### config.mk
export PLATFORM = sky130hd
export DESIGN_NAME = serial_mag_comp_flat
export DESIGN_NICKNAME = d
export VERILOG_FILES = /design/src/rtl/serial_mag_comp_pkg.sv /design/src/rtl/serial_mag_comp_if.sv /design/src/rtl/serial_comp_cell.sv /design/src/rtl/serial_mag_comp.sv /design/src/flat_wrapper.sv
export SDC_FILE = /design/constraint.sdc
export NUM_CORES = 1
export LEC_CHECK = 0
export CORE_AREA = 2 2 39 41
export DETAILED_ROUTE_END_ITERATION = 8
export DIE_AREA = 0 0 41 43
export PLACE_DENSITY = 0.75
export SETUP_SLACK_MARGIN = 0.02
export SLEW_MARGIN = 10
export SYNTH_ARGS = -nofsm -noshare
export SYNTH_HDL_FRONTEND = slang
export SYNTH_SLANG_ARGS = --single-unit
### constraint.sdc
create_clock -name clk -period 1.2 [get_ports clk]
set_input_delay 0.3 -clock clk [delete_from_list [all_inputs] [get_ports clk]]
set_output_delay 0.3 -clock clk [all_outputs]
set_load 0.01 [all_outputs]
### src/rtl/serial_mag_comp_pkg.sv
// Shared types and helpers for the bit-serial magnitude comparator.
package serial_mag_comp_pkg;

   // Control states: waiting for a start, or collecting bit pairs.
   typedef enum logic [0:0] {
      StIdle  = 1'b0,
      StShift = 1'b1
   } state_e;

   // Running decision. Equal also means "undecided so far".
   typedef enum logic [1:0] {
      DecEq = 2'b00,
      DecLt = 2'b01,
      DecGt = 2'b10
   } decision_e;

   // Map a decision to the one-hot {lt, eq, gt} result.
   function automatic logic [2:0] dec_to_onehot(decision_e dec);
      logic [2:0] res;
      res = 3'b000;
      case (dec)
         DecLt:   res = 3'b100;
         DecEq:   res = 3'b010;
         DecGt:   res = 3'b001;
         default: res = 3'b000;
      endcase
      return res;
   endfunction

endpackage

### src/rtl/serial_mag_comp_if.sv
// Bit-serial operand stream plus registered comparison result.
interface serial_mag_comp_if;

   logic start;
   logic bit_valid;
   logic a_bit;
   logic b_bit;
   logic busy;
   logic done;
   logic lt;
   logic eq;
   logic gt;

   // Producer of operand bits and consumer of the result.
   modport master (
      output start, bit_valid, a_bit, b_bit,
      input  busy, done, lt, eq, gt
   );

   // The comparator itself.
   modport slave (
      input  start, bit_valid, a_bit, b_bit,
      output busy, done, lt, eq, gt
   );

endinterface

### src/rtl/serial_comp_cell.sv
// Next-decision function for one MSB-first bit pair.
module serial_comp_cell
   import serial_mag_comp_pkg::*;
(
   input  decision_e dec_i,
   input  logic      a_bit_i,
   input  logic      b_bit_i,
   output decision_e dec_o
);

   // The first differing pair fixes the decision; later pairs are ignored.
   always_comb begin
      dec_o = dec_i;
      if (dec_i == DecEq && a_bit_i != b_bit_i) begin
         dec_o = a_bit_i ? DecGt : DecLt;
      end
   end

endmodule

### src/rtl/serial_mag_comp.sv
// Bit-serial MSB-first unsigned magnitude comparator with registered one-hot result.
module serial_mag_comp
   import serial_mag_comp_pkg::*;
#(
   parameter int unsigned WIDTH = 8
) (
   input  logic               clk,
   input  logic               rst,
   serial_mag_comp_if.slave   bus
);

   localparam int unsigned CntW = $clog2(WIDTH + 1);
   localparam logic [CntW-1:0] LastCnt = CntW'(WIDTH - 1);

   state_e          state_q, state_d;
   logic [CntW-1:0] cnt_q, cnt_d;
   decision_e       dec_q, dec_d;
   decision_e       dec_nxt;
   logic [2:0]      res_q, res_d;
   logic            done_q, done_d;

   serial_comp_cell u_cell (
      .dec_i   (dec_q),
      .a_bit_i (bus.a_bit),
      .b_bit_i (bus.b_bit),
      .dec_o   (dec_nxt)
   );

   // Next-state: start always wins (abort-and-restart); otherwise sample valid bits in SHIFT.
   always_comb begin
      state_d = state_q;
      cnt_d   = cnt_q;
      dec_d   = dec_q;
      res_d   = res_q;
      done_d  = 1'b0;
      if (bus.start) begin
         state_d = StShift;
         cnt_d   = '0;
         dec_d   = DecEq;
         res_d   = 3'b000;
      end else if (state_q == StShift && bus.bit_valid) begin
         cnt_d = cnt_q + CntW'(1);
         dec_d = dec_nxt;
         if (cnt_q == LastCnt) begin
            state_d = StIdle;
            done_d  = 1'b1;
            res_d   = dec_to_onehot(dec_nxt);
         end
      end
   end

   // State, counter, decision and result registers.
   always_ff @(posedge clk or posedge rst) begin
      if (rst) begin
         state_q <= StIdle;
         cnt_q   <= '0;
         dec_q   <= DecEq;
         res_q   <= 3'b000;
         done_q  <= 1'b0;
      end else begin
         state_q <= state_d;
         cnt_q   <= cnt_d;
         dec_q   <= dec_d;
         res_q   <= res_d;
         done_q  <= done_d;
      end
   end

   assign bus.busy = (state_q == StShift);
   assign bus.done = done_q;
   assign bus.lt   = res_q[2];
   assign bus.eq   = res_q[1];
   assign bus.gt   = res_q[0];

endmodule

### src/flat_wrapper.sv
// flat-port wrapper written by rule: the top's interface ports become plain ports
module serial_mag_comp_flat import serial_mag_comp_pkg::*;
#(
   parameter int unsigned WIDTH = 8
)
  (clk, rst, bus_start, bus_bit_valid, bus_a_bit, bus_b_bit, bus_busy, bus_done, bus_lt, bus_eq, bus_gt);
  serial_mag_comp_if bus_i ();
  input  logic clk;
  input  logic rst;
  input wire logic [$bits(bus_i.start)-1:0] bus_start;
  input wire logic [$bits(bus_i.bit_valid)-1:0] bus_bit_valid;
  input wire logic [$bits(bus_i.a_bit)-1:0] bus_a_bit;
  input wire logic [$bits(bus_i.b_bit)-1:0] bus_b_bit;
  output wire logic [$bits(bus_i.busy)-1:0] bus_busy;
  output wire logic [$bits(bus_i.done)-1:0] bus_done;
  output wire logic [$bits(bus_i.lt)-1:0] bus_lt;
  output wire logic [$bits(bus_i.eq)-1:0] bus_eq;
  output wire logic [$bits(bus_i.gt)-1:0] bus_gt;
  assign bus_i.start = bus_start;
  assign bus_i.bit_valid = bus_bit_valid;
  assign bus_i.a_bit = bus_a_bit;
  assign bus_i.b_bit = bus_b_bit;
  assign bus_busy = bus_i.busy;
  assign bus_done = bus_i.done;
  assign bus_lt = bus_i.lt;
  assign bus_eq = bus_i.eq;
  assign bus_gt = bus_i.gt;
  serial_mag_comp #(.WIDTH(WIDTH)) u_core (.clk(clk), .rst(rst), .bus(bus_i));
endmodule
==> results.yml <==
status:
  status: "finished with violations"
  violations: "negative setup slack"
setup_path:
  cp.arrival_ns: 1.39
  cp_max_fo: 4
  cp-start-kind: "flop"
  slowest_delay_ns: 0.40
  crit_chain: "ha_2 > and4b_1 > nand2_2 > mux2i_1"
  rrSetupSlack_ns: -0.002
  critical_path.slowest_cell: "dfrtp_1"
  crit_buf_inv: 0
  worst_ep_required_time_ns: 1.39
  cp_top_family: "flip-flops"
  critPathKind: "reg2reg"
  end_kind: "flop"
layout:
  multi_input_comb_area_um2: 245
  antenna-diode-count: 0
  area_delta_synth_final_pct: 45.0
  seqCellArea_um2: 275
  n_fill_cell: 132
  nNetsFinal: 85
  final_core_util: 0.539
  drive_gt1_frac: 0.338
timing:
  maxSlewViolCount: 0
  setup-violations-final: 1
  period_needed_ns: 1.20
  worstMarginPinSlew_ns: 0.417
  min_period_over_period: 1.00
  hold_viol_final: 0
  rsz0062_at_grt: "yes"
  finalWorstSetupSlack_ns: -0.00154
  fmax_ghz: 0.832
  skew_ns: 0.00145
  timing.slew.headroom: 0.722
power_and_ir_drop:
  pwr-share-seq: 0.519
  power.switching_mw: 0.181
  p_int_mw: 0.564
  ir_drop_v: 0.000488
  p_comb_frac: 0.137
  cellPowerDensity_nw_per_um2: 999
  clockPowerShare: 0.344
  p_leak_nw: 0.396
  finalPower_mw: 0.745
  switching_share: 0.243
synth:
  syn_inst: 51
  ys_seq_elements: 11
  synth.cell_area_um2: 514
  yosysWarnings: 0
  yosysTopAreaCell: "dfrtp_1"
  synth-edff-count: 0
  ys_top_cells_by_count: "dfrtp_1, nor2_1"
  synthesis.nets: 58
  avgSynthCellArea_um2: 10.1
  yosysUniqueCellTypes: 19
  ys_seq_area_frac: 0.535
  synth_top_flop_cell: "dfrtp_1"
  yosysMostFrequentCell: "dfrtp_1"
  synth_top_area_share: 0.535
  yosys-top-cells-area: "dfrtp_1, mux2i_1, nor2_1"
  synthArstFlopShare: 1.00
clocking:
  cts_hold_buf: 0
  cts_buffers: 3
  cts.sink_count: 11
  clk_pin_slew_ns: 0.07
  ctsHtreeMaxLevel: 1
  clock_path_buffers: 2
  worstSkewPairLatency_ns: 0.27
  clockRootBuffer: "clkbuf_4"
  cts_tree: "yes"
route:
  drc: 0
  dr.pass1.iters: 3
  via_per_inst: 4.85
  wl_per_cell_um: 12.7
  drt-total-wl_mm: 1.18
  vias: 451
  ant_nets: 0
  drtIter0Drc: 6
die:
  row_count: 14
  dieArea_um2: 1760
  initial_core_util: 0.372
  chipHeight_um: 43
  io-pin-count: 11
  die_w_um: 41
  coreArea_um2: 1380
global_route:
  grt_pass1_wl_mm: 1.92
  grt_usage: 0.168
  grt_max_degree: 14
  gr-total-overflow: 0
  antenna_found_initial: 0
  grt_pass1_vias: 457
run:
  maxCapViolCount: 0
placement:
  hpwl_um: 798
  io_buffers: 10
  place_congestion: 0.795
min_path:
  hold_path_class: "in2async"
==> logic make-up (layout without fill, tap and decap cells) <==
| logic type | Yosys count | in the layout | share of synthesized area |
|---|---|---|---|
| simple gates | 22 | 22 | 0.229 |
| fa+ha+maj | 1 | 1 | 0.0243 |
| xor+xnor | 2 | 2 | 0.0341 |
| flops | 11 | 11 | 0.535 |
| buf+inv | 4 | 30 | 0.0292 |
| mux | 3 | 3 | 0.0584 |
| compound gates | 8 | 8 | 0.0900 |
==> layer usage <==
metal  part of all wire  vias to the layer above  global-route usage
met1               0.43                      211               0.213
met4              0.028                        0               0.120
li1                   -                      225                   -
met5                  0                        -                   0
met3              0.039                        4              0.0314
met2               0.51                       11               0.244
==> cells in the final DEF, fill, tap and decap left out, types with 2 or more instances in the layout <==
| master | Yosys | final |
|---|---|---|
| nand2_1 | 3 | 2 |
| nand3_1 | 3 | 2 |
| dfrtp_1 | 11 | 11 |
| dlygate4sd2_1 | 0 | 4 |
| xor2_1 | 2 | 2 |
| mux2i_1 | 3 | 3 |
| or3_1 | 3 | 3 |
| nor2_1 | 6 | 6 |
| nand2b_1 | 3 | 3 |
| inv_1 | 3 | 3 |
| buf_4 | 0 | 13 |
| buf_2 | 0 | 4 |
| o21ai_0 | 2 | 2 |
| clkbuf_4 | 0 | 3 |
| a21oi_1 | 3 | 2 |
==> final cells by class <==
| cell class | instances | share of cell area |
|---|---|---|
| inverters | 3 | 0.0151 |
| multi-input cells | 36 | 0.329 |
| repair buffers | 23 | 0.225 |
| clock buffers | 4 | 0.0352 |
| flip-flops and latches | 11 | 0.369 |
| well taps | 16 | 0.0268 |
==> sequential cells by signal, summed over array words and instances, names as in the netlist <==
signal           cells
u_core.cnt_q         4
u_core.bus.done      1
u_core.dec_q         2
u_core.bus.busy      1
u_core.res_q         3
==> worst register-to-register path, stage by stage (launching register included) <==
cell,delay (ns)
dfrtp_1,0.40
ha_2,0.18
and4b_1,0.20
nand2_2,0.12
mux2i_1,0.22
==> what timing repair did <==
action | in CTS | in global routing
endpoints found under the setup margin | 10 | 6
buffers inserted | 1 | 1
pin swaps | 4 | 0
gates resized for setup | 27 | 2
==> metrics by stage <==
stage	hold slack (ns)	area (um2)	instances	setup TNS (ns)	setup slack, ns
6_report	0.315	746	93	-0.00154	-0.00154
5_1_grt	0.372	746	93	-0.143	-0.0676
4_1_cts	0.336	749	92	-0.0123	-0.0113
3_5_place_dp	0.541	721	88	-2.81	-0.390
3_3_place_gp	0.528	721	88	-2.53	-0.361
2_1_floorplan	0.152	514	51	0	0.0222
==> power by group through the flow <==
stage / sequential (mW) / clock [mW] / combinational, mW
after floorplan: 0.395 / 0 / 0.0418
final: 0.387 / 0.256 / 0.102
after global placement: 0.393 / 0 / 0.0979
after detailed placement: 0.394 / 0 / 0.0996
after CTS: 0.387 / 0.264 / 0.101
after global routing: 0.388 / 0.287 / 0.115
==> final timing paths <==
kind / startpoint / endpoint / cells after the start
hold / removal: rst / u_core.res_q[1]$_DFFE_PP0P_ / 2
setup / recovery: u_core.cnt_q[1]$_DFFE_PP0P_ / u_core.res_q[2]$_DFFE_PP0P_ / 4
min in group clk: bus_start / u_core.cnt_q[3]$_DFFE_PP0P_ / 3
max in group asynchronous: rst / u_core.cnt_q[2]$_DFFE_PP0P_ / 2
hold reg to reg: u_core.res_q[1]$_DFFE_PP0P_ / u_core.res_q[1]$_DFFE_PP0P_ / 2
setup reg to reg: u_core.cnt_q[1]$_DFFE_PP0P_ / u_core.res_q[2]$_DFFE_PP0P_ / 4
Power figures use the tool's default switching activity.
